$ cat config.mk
export PLATFORM = sky130hd
export DESIGN_NAME = stream_demux_1xn
export DESIGN_NICKNAME = d
export VERILOG_FILES = /design/src/rtl/demux_pkg.sv /design/src/rtl/demux_chan_reg.sv /design/src/rtl/stream_demux_1xn.sv
export SDC_FILE = /design/constraint.sdc
export NUM_CORES = 1
export LEC_CHECK = 0
export BUFFER_PORTS_ARGS = -buffer_cell sky130_fd_sc_hd__buf_2
export CAP_MARGIN = 10
export CORE_MARGIN = 3
export CORE_UTILIZATION = 55
export CTS_CLUSTER_SIZE = 8
export DETAILED_ROUTE_END_ITERATION = 12
export GPL_ROUTABILITY_DRIVEN = 0
export PLACE_DENSITY = 0.85
export SETUP_SLACK_MARGIN = 0.02
export SLEW_MARGIN = 10
export SYNTH_ARGS = -nofsm -noshare
export SYNTH_HDL_FRONTEND = slang
export SYNTH_SLANG_ARGS = --single-unit
$ cat constraint.sdc
create_clock -name clk -period 2.4 [get_ports clk]
set_input_delay 0.12 -clock clk [delete_from_list [all_inputs] [get_ports clk]]
set_output_delay 0.12 -clock clk [all_outputs]
set_load 0.1 [all_outputs]
$ cat src/rtl/demux_pkg.sv
// Shared definitions for the 1-to-N stream demultiplexer: mode encoding and
// drop-counter sizing.
package demux_pkg;

    typedef enum logic {
        MODE_UNICAST   = 1'b0,
        MODE_BROADCAST = 1'b1
    } mode_e;

    localparam int DROP_CNT_W = 8;
    localparam logic [DROP_CNT_W-1:0] DROP_CNT_MAX = '1;

endpackage

$ cat src/rtl/demux_chan_reg.sv
// One-entry output channel register (valid + data). A load wins over a drain,
// so a drain and a reload on the same edge keep the channel full.
module demux_chan_reg #(
    parameter int WIDTH = 8
) (
    input  logic             clk,
    input  logic             rst,
    input  logic             load,
    input  logic             drain,
    input  logic [WIDTH-1:0] d,
    output logic             valid,
    output logic [WIDTH-1:0] q
);

    logic             r_valid;
    logic [WIDTH-1:0] r_q;

    // Data is held after a drain; only valid says whether it is meaningful.
    always_ff @(posedge clk) begin
        if (rst) begin
            r_valid <= 1'b0;
            r_q     <= '0;
        end else if (load) begin
            r_valid <= 1'b1;
            r_q     <= d;
        end else if (drain) begin
            r_valid <= 1'b0;
        end
    end

    assign valid = r_valid;
    assign q     = r_q;

endmodule

$ cat src/rtl/stream_demux_1xn.sv
// 1-to-N valid/ready stream demultiplexer with unicast and broadcast modes and
// a saturating counter of words dropped for an out-of-range channel select.
//
// Handshake: a word moves when valid and ready are both 1 on a rising edge.
// in_ready never looks at in_valid; each out_valid[k] is held with stable
// data until out_ready[k] is seen high.
module stream_demux_1xn
    import demux_pkg::*;
#(
    parameter int  N     = 8,
    parameter int  WIDTH = 8,
    localparam int SEL_W = (N > 2) ? $clog2(N) : 1
) (
    input  logic                  clk,
    input  logic                  rst,
    input  logic                  in_valid,
    output logic                  in_ready,
    input  logic [WIDTH-1:0]      in_data,
    input  logic [SEL_W-1:0]      in_sel,
    input  logic                  mode,
    output logic [N-1:0]          out_valid,
    input  logic [N-1:0]          out_ready,
    output logic [N*WIDTH-1:0]    out_data,
    output logic                  err_sel,
    output logic [DROP_CNT_W-1:0] drop_cnt
);

    logic [N-1:0]          w_valid;
    logic [N-1:0]          w_free;
    logic [N-1:0]          w_hit;
    logic [N-1:0]          w_load;
    logic [N-1:0]          w_drain;
    logic                  w_bcast;
    logic                  w_sel_in_range;
    logic                  w_accept;
    logic                  w_drop;
    logic                  r_err_sel;
    logic [DROP_CNT_W-1:0] r_drop_cnt;

    always_comb begin
        w_free         = ~w_valid | out_ready;
        w_drain        = w_valid & out_ready;
        w_bcast        = (mode_e'(mode) == MODE_BROADCAST);
        w_sel_in_range = (int'(in_sel) < N);
        w_hit          = '0;
        for (int k = 0; k < N; k++) begin
            w_hit[k] = (int'(in_sel) == k);
        end
        // An out-of-range unicast is always accepted so it can be discarded.
        if (w_bcast) begin
            in_ready = &w_free;
        end else if (w_sel_in_range) begin
            in_ready = |(w_free & w_hit);
        end else begin
            in_ready = 1'b1;
        end
        w_accept = in_valid & in_ready;
        w_load   = '0;
        if (w_accept) begin
            w_load = w_bcast ? {N{1'b1}} : w_hit;
        end
        w_drop = w_accept & ~w_bcast & ~w_sel_in_range;
    end

    for (genvar k = 0; k < N; k++) begin : g_chan
        demux_chan_reg #(
            .WIDTH(WIDTH)
        ) u_chan (
            .clk  (clk),
            .rst  (rst),
            .load (w_load[k]),
            .drain(w_drain[k]),
            .d    (in_data),
            .valid(w_valid[k]),
            .q    (out_data[k*WIDTH +: WIDTH])
        );
    end

    always_ff @(posedge clk) begin
        if (rst) begin
            r_err_sel  <= 1'b0;
            r_drop_cnt <= '0;
        end else begin
            r_err_sel <= w_drop;
            if (w_drop && (r_drop_cnt != DROP_CNT_MAX)) begin
                r_drop_cnt <= r_drop_cnt + 1'b1;
            end
        end
    end

    assign out_valid = w_valid;
    assign err_sel   = r_err_sel;
    assign drop_cnt  = r_drop_cnt;

endmodule

# Yosys cells after proc, flatten, opt, wreduce, memory -nomap -nowiden
# Index checks and enable logic that the tools add are counted.
# op_classes
reduce_logical,11
n_eq_ne,7
n_bitwise,5
muxes,19
# op_table
op,count
1-bit two-way mux,17
8-bit AND,2
8-bit two-way mux,2
2-bit nonzero test,8
"3-bit equality test, second input constant",4
8-bit inverter,1
8-bit OR,1
8-bit AND reduction,1
8-bit OR reduction,1
"3-bit by 2-bit equality test with 1-bit output, second input constant",2
"3-bit by 1-bit equality test with 1-bit output, second input constant",1
3-bit zero test,1
1-bit AND,1
# totals
word_cells,58
ff_bits,72

# Longest topological paths before layout
# Gate-level depths: netlist (run 1).
# depth
word_depth,8
ltp_mapped,6

# Hierarchy
# Synthesis (run 1) repeated with hierarchy kept, for this count alone.
# hier_totals
hier_cells,299
area_unflattened_um2,3001.6
# by_module_without_submodules
mod,cells_per_inst,area_each_um2,n_inst
demux_chan_reg,30,321.6,8
stream_demux_1xn,59,429.2,1

# Worst setup path after synthesis (run 1)
# Ideal clock, no wire load.
# synth_timing
kind,register to output
startpoint,reg g_chan[1].u_chan.r_valid
endpoint,out in_ready
required_time_ps,2280
path_buffers,1
path_stages_with_launch,6
t_arrival_ps,1751
slack_ps,529
cell_sequence,dfxtp_1 -> or2b_1 -> nand4_1 -> buf_2 -> o21ai_0 -> o31a_1
# synth_via
elab_chain_cells,5
# synth_rtl
item,line,text
"start, declared",demux_chan_reg.sv:15,logic r_valid;
"start signal, assigned",demux_chan_reg.sv:21,r_valid <= 1'b0;
"start signal, assigned",demux_chan_reg.sv:24,r_valid <= 1'b1;
"start signal, assigned",demux_chan_reg.sv:27,r_valid <= 1'b0;
8-bit inverter *,stream_demux_1xn.sv:41,w_free = ~w_valid | out_ready;
8-bit OR *,stream_demux_1xn.sv:41,
8-bit AND,stream_demux_1xn.sv:53,in_ready = |(w_free & w_hit);
8-bit OR reduction,stream_demux_1xn.sv:53,
1-bit two-way mux *,stream_demux_1xn.sv:50,if (w_bcast) begin
"end, declared",stream_demux_1xn.sv:17,"output logic in_ready,"
# Mark *: on every way between the ends. The rest lies on a longest branch, timed or not.

# Final worst setup path (run 1)
# layout_timing
startpoint,reg g_chan[7].u_chan.r_valid
endpoint,out in_ready
# layout_via
elab_chain_cells,5
# layout_rtl
item,line
"start, declared",demux_chan_reg.sv:15
"start signal, assigned",demux_chan_reg.sv:21
"start signal, assigned",demux_chan_reg.sv:24
"start signal, assigned",demux_chan_reg.sv:27
8-bit inverter *,stream_demux_1xn.sv:41
8-bit OR *,stream_demux_1xn.sv:41
8-bit AND,stream_demux_1xn.sv:53
8-bit OR reduction,stream_demux_1xn.sv:53
1-bit two-way mux *,stream_demux_1xn.sv:50
# Marks and branches as above.

==> out/metrics.yaml, run 1 <==
status:
  status: "complete, no violations"
timing:
  setup_tns_ps: 0
  rsz0062_at_grt: "false"
  post-route-min-period_ps: 2170
  final-hold-violation-count: 0
  max_slew_margin: 0.269
  period_share: 0.904
  slew_viol_final: 0
  skew_ps: 11.4
  setup_viol: 0
  max_clock_freq_ghz: 0.461
  tightest_slew_ps: 1100
layout:
  final_nets: 543
  layout-drive-gt1-share: 0.272
  antenna_cells: 0
  area_growth_pct: 10.4
global_route:
  grt_overflow_total: 0
  grt_max_degree: 73
  grt_usage: 0.269
  grt_pass1_wl_um: 19100
  grt_pass1_vias: 3646
  antenna_found_initial: 0
power:
  cellPowerDensity_mw_per_mm2: 830
  cellLeakagePower_nw: 2.50
  finalPower_mw: 4.06
  peakVddDrop_uv: 407
detailed_routing:
  initialDrtViolationCount: 516
  viasPerCell: 6.58
  final_antenna_net_count: 0
  dr.pass1.iters: 5
  drc: 0
  num_vias: 4128
  wirelength_um: 12500
  wl_per_cell_um: 20.0
die:
  start_util: 0.570
  ios: 105
  num_rows: 32
  core-area_mm2: 0.00777
  die-area_mm2: 0.00917
  die_y_um: 95.8
  die_w_um: 95.8
placement:
  portBuffers: 95
  hpwl_um: 7840
synth:
  synth.avg_cell_area_um2: 9.61
  seq_area_frac_synth: 0.325
  synth_top_area_frac: 0.325
  synth_cells: 461
  yosysTopAreaCell: "dfxtp_1"
  ys_top_cells_by_area: "dfxtp_1 (33%), mux2i_1 (14%), o2111ai_1 (13%), nor3b_1 (11%), nand3_1 (7.3%)"
  netlist_area_mm2: 0.00443
  ys_warn_count: 0
  synth_cell_type_count: 32
  synth-seq-cells: 72
clock_network:
  cts.sinks: 72
  hold_buffers: 0
  cts.clk_slew.worst_paths_ps: 80
  numCtsBuffers: 9
  ctsLongestPathBuffers: 2
  post_cts_buffers: 0
  clock_latency_ps: 360
  cts_max_level: 3
  ctsResizeCount: 0
  tritoncts: "yes"
  cts_root_buf: "clkbuf_8"
worst_setup_path:
  cp_slowest_cell: "mux4_2"
  path_max_fanout: 5
  path_buf_inv: 1
  critical_path_class: "register to output pin"
  path_cells: "nand2b_1, mux4_2, and2_1, o31a_1, buf_2"
  crit_path_end_kind: "output pin"
  cp.required_ps: 2280
  slowest_delay_ps: 490
  start_kind: "register"
  crit_arrival_ps: 2050
  critPathTopFamily: "multiplexers"
min_path:
  hold_path.class: "input port to register"
flow_run:
  cap_violations: 0
[sequential cells by signal, summed over array words and instances (netlist names)]
| register | cells |
|---|---|
| g_chan.u_chan.q | 64 |
| g_chan.u_chan.valid | 8 |
[per-layer routing]
| layer | wire length (um) | vias to the layer above | track usage |
|---|---|---|---|
| met5 | 0 | - | 0 |
| met4 | 330 | 0 | 0.0995 |
| met3 | 1210 | 29 | 0.0610 |
| met2 | 5830 | 236 | 0.412 |
| met1 | 5160 | 1974 | 0.371 |
| li1 | - | 1889 | - |
[cell usage after synthesis]
cell type,n
nand3_1,65
nand4_1,10
o2111ai_1,64
o21ai_0,1
and2b_1,1
a21oi_1,1
a22oi_1,2
dfxtp_1,72
nor2_1,1
mux4_2,1
buf_4,24
and3b_2,1
or2b_1,1
nand3_2,3
buf_2,11
and2_1,3
clkbuf_1,19
nor3b_4,1
buf_1,4
nand3_4,5
nand2b_1,7
clkbuf_8,7
o31a_1,1
a31oi_1,8
inv_2,1
and4_1,2
buf_6,7
nor3b_1,64
and2b_2,3
nor2b_1,6
conb_1,1
mux2i_1,64
[per-stage QoR]
| stage | util | cells | area [um2] | hold slack [ps] | setup WS, ps |
|---|---|---|---|---|---|
| 6_report | 0.630 | 627 | 4890 | 202 | 231 |
| 5_1_grt | 0.630 | 627 | 4890 | 233 | 128 |
| 4_1_cts | 0.630 | 627 | 4890 | 197 | 214 |
| 3_5_place_dp | 0.605 | 611 | 4700 | 489 | 617 |
| 3_3_place_gp | 0.605 | 611 | 4700 | 478 | 647 |
| 2_1_floorplan | - | 469 | 4460 | 401 | 529 |
[path summary, 6_finish.rpt]
path / depth (start not counted) / end / slack (ps) / startpoint
max: 5 / in_ready / 230 / g_chan[7].u_chan.valid$_SDFFE_PP0P_
min reg2reg: 2 / g_chan[2].u_chan.q[5]$_SDFFE_PP0P_ / 490 / g_chan[2].u_chan.q[5]$_SDFFE_PP0P_
max reg2reg: 5 / g_chan[6].u_chan.q[0]$_SDFFE_PP0P_ / 540 / g_chan[1].u_chan.valid$_SDFFE_PP0P_
min: 3 / g_chan[1].u_chan.valid$_SDFFE_PP0P_ / 200 / out_ready[1]
[cell type report]
class | count | area (um2)
tap | 102 | 128
sequential | 72 | 1440
clock inverter | 5 | 56.3
inverter | 1 | 3.75
fill | 635 | 2870
clock buffer | 11 | 141
timing repair buffer | 112 | 603
multi-input combinational | 324 | 2520
[tightest hold or removal path: stages]
cell     delay, ps
buf_2           70
or2b_1         200
a31oi_1        110
[cells in the final DEF (no fill, tap or decap), drive strengths merged]
cell type	count
buf	112
nand3	73
dfxtp	72
nor3b	65
o2111ai	64
mux2i	64
clkbuf	11
nand4	10
conb	9
a31oi	8
nand2b	7
nor2b	6
and2b	4
and2	3
clkinv	3
a22oi	2
and4	2
mux4	1
or2b	1
nor2	1
a21oi	1
o21ai	1
o31a	1
and3b	1
inv	1
bufinv	1
clkinvlp	1
[kinds of logic (layout without fill, tap and decap cells)]
logic type             Yosys count  count (layout)  synth area share
AOI/OAI and AO/OA               77              77             0.145
DFF                             72              72             0.325
muxes                           65              65             0.150
and+or+nand+nor                173             173             0.266
buffers and inverters           73             129             0.113
other                            1               9          0.000846
[where the power goes]
| group | switching [mW] | internal (mW) |
|---|---|---|
| Combinational | 1.39 | 0.267 |
| Sequential | 0.0950 | 1.32 |
| Clock | 0.480 | 0.507 |
| Total | 1.97 | 2.10 |
Power figures use the tool's default switching activity.
==> inputs of run 2 (changes only) <==
- BUFFER_PORTS_ARGS: -buffer_cell sky130_fd_sc_hd__buf_2 -> -buffer_cell sky130_fd_sc_hd__buf_4
==> run 2 against run 1 <==
Against the previous run:
- register-to-register slack better by 30 ps
- flip-flop and latch count unchanged
- clock power about the same
- hold slack better by 7.3 ps
- via count up 3.1%
- setup slack better by 26 ps
- first-iteration DRC count down 9.3%
- critical path type unchanged
- critical endpoint unchanged
==> out/metrics.yaml, run 2 (same netlist as run 1, synthesis figures left out) <==
status:
  status: "complete, no violations"
timing:
  max_slew_margin: 0.608  # +0.340
  period_share: 0.893  # -0.0107
  skew_ps: 6.90  # -4.52 ps
  setup_tns_ps: 0  # unchanged
  slew_viol_final: 0  # unchanged
  max_clock_freq_ghz: 0.467  # +1.2%
  layout_setup_ws_ps: 257  # +25.7 ps
  setup_viol: 0  # unchanged
  post-route-min-period_ps: 2140  # -25.7 ps
  final-hold-violation-count: 0  # unchanged
  rsz0062_at_grt: "false"
  tightest_slew_ps: 586  # -509 ps
detailed_routing:
  wirelength_um: 13100  # +4.9%
  viasPerCell: 6.77  # +2.8%
  wl_per_cell_um: 20.9  # +4.5%
  top_layer: "met4"
  wl_met1_um: 5300  # +2.6%
  dr.pass1.iters: 6  # +1
  drc: 0  # unchanged
  initialDrtViolationCount: 468  # -9.3%
  num_vias: 4256  # +3.1%
  final_antenna_net_count: 0  # unchanged
  route.met3.wl_um: 1180  # -2.5%
  wl_met2_um: 6250  # +7.3%
die:
  num_rows: 32  # unchanged
  die_w_um: 95.8  # unchanged
  ios: 105  # unchanged
  start_util: 0.570  # unchanged
  die_y_um: 95.8  # unchanged
  core-area_mm2: 0.00777  # unchanged
  die-area_mm2: 0.00917  # unchanged
worst_setup_path:
  path_cells: "nand2b_1, mux4_2, and2_1, o31a_1, buf_4"
  reg2reg_depth: 4  # -1
  critical_path_class: "register to output pin"
  cp_slowest_cell: "mux4_2"
  path_max_fanout: 5  # unchanged
  cp.required_ps: 2280  # about the same
  crit_arrival_ps: 2020  # -30 ps
  path_buf_inv: 1  # unchanged
  critPathTopFamily: "multiplexers"
  start_kind: "register"
  slowest_delay_ps: 500  # about the same
  path_depth: 5  # unchanged
  crit_path_end_kind: "output pin"
layout:
  layout_commonest_cell: "buf_4"
  layout-drive-gt1-share: 0.277  # +0.00466
  largest_register_ffs: 64  # unchanged
  final_nets: 546  # +0.55%
  antenna_cells: 0  # unchanged
  area_growth_pct: 17.3
  final_cell_count_no_fill: 629  # +0.32%
  layout_common_cells: "buf_4 (112), dfxtp_1 (72), nand3_1 (65)"
power:
  peakVddDrop_uv: 393  # -3.5%
  finalPower_mw: 4.21  # +3.7%
  cellLeakagePower_nw: 2.56  # +2.3%
  cellPowerDensity_mw_per_mm2: 811  # -2.4%
placement:
  dp_slack_ps: 640  # +22.9 ps
  hpwl_um: 8460  # +7.8%
  portBuffers: 95  # unchanged
  post-place-cells: 614  # +0.49%
clock_network:
  tritoncts: "yes"
  numCtsBuffers: 9  # unchanged
  clock_latency_ps: 350  # about the same
  hold_buffers: 0  # unchanged
  ctsLongestPathBuffers: 2  # unchanged
  post_cts_buffers: 0  # unchanged
  cts_max_level: 3  # unchanged
  cts.clk_slew.worst_paths_ps: 80  # about the same
  ctsResizeCount: 0  # unchanged
  cts.sinks: 72  # unchanged
  cts_root_buf: "clkbuf_8"
global_route:
  grt_usage: 0.283  # +0.0134
  grt_max_degree: 65  # -11%
  grt_overflow_total: 0  # unchanged
  grt_pass1_wl_um: 20200  # +5.7%
  grt_pass1_vias: 3902  # +7.0%
  antenna_found_initial: 0  # unchanged
min_path:
  hold-path-cell-count: 3  # unchanged
  hold_path.class: "input port to register"
flow_run:
  cap_violations: 0  # unchanged
-- run 2: worst reg2reg max path, delay by kind of cell (launching register included) --
family	cells	cell delay, ps
DFF	1	310
and+or+nand+nor	4	1450
-- run 2: path summary, 6_finish.rpt --
path | end | slack (ps) | start
setup / recovery | in_ready | 260 | g_chan[7].u_chan.valid$_SDFFE_PP0P_
hold / removal | g_chan[1].u_chan.valid$_SDFFE_PP0P_ | 210 | out_ready[1]
setup reg to reg | g_chan[2].u_chan.q[5]$_SDFFE_PP0P_ | 570 | g_chan[7].u_chan.valid$_SDFFE_PP0P_
hold reg to reg | g_chan[7].u_chan.q[4]$_SDFFE_PP0P_ | 510 | g_chan[7].u_chan.q[4]$_SDFFE_PP0P_
-- run 2: stage by stage --
stage               utilization  cell area, um2  hold slack, ps
global placement          0.643            4990             482
finish                    0.669            5200             209
CTS                       0.669            5200             194
detailed placement        0.643            4990             496
floorplan                     -            4460             401
global route              0.669            5200             249
-- run 2: cell type report --
| class | count | area [um2] |
|---|---|---|
| multi-input combinational | 324 | 2520 |
| inverter | 1 | 3.75 |
| sequential | 72 | 1440 |
| tap | 102 | 128 |
| clock inverter | 3 | 40.0 |
| timing repair buffer | 115 | 901 |
| clock buffer | 12 | 165 |
| fill | 626 | 2570 |
-- run 2: routing by layer --
| metal | up-vias | global-route usage |
|---|---|---|
| met1 | 2070 | 0.370 |
| met4 | 0 | 0.102 |
| li1 | 1894 | - |
| met2 | 249 | 0.456 |
| met5 | - | 0 |
| met3 | 43 | 0.0657 |
-- run 2: where the power goes --
| part | switching, mW | internal (mW) |
|---|---|---|
| Clock | 0.461 | 0.557 |
| Combinational | 1.40 | 0.369 |
| Sequential | 0.104 | 1.32 |
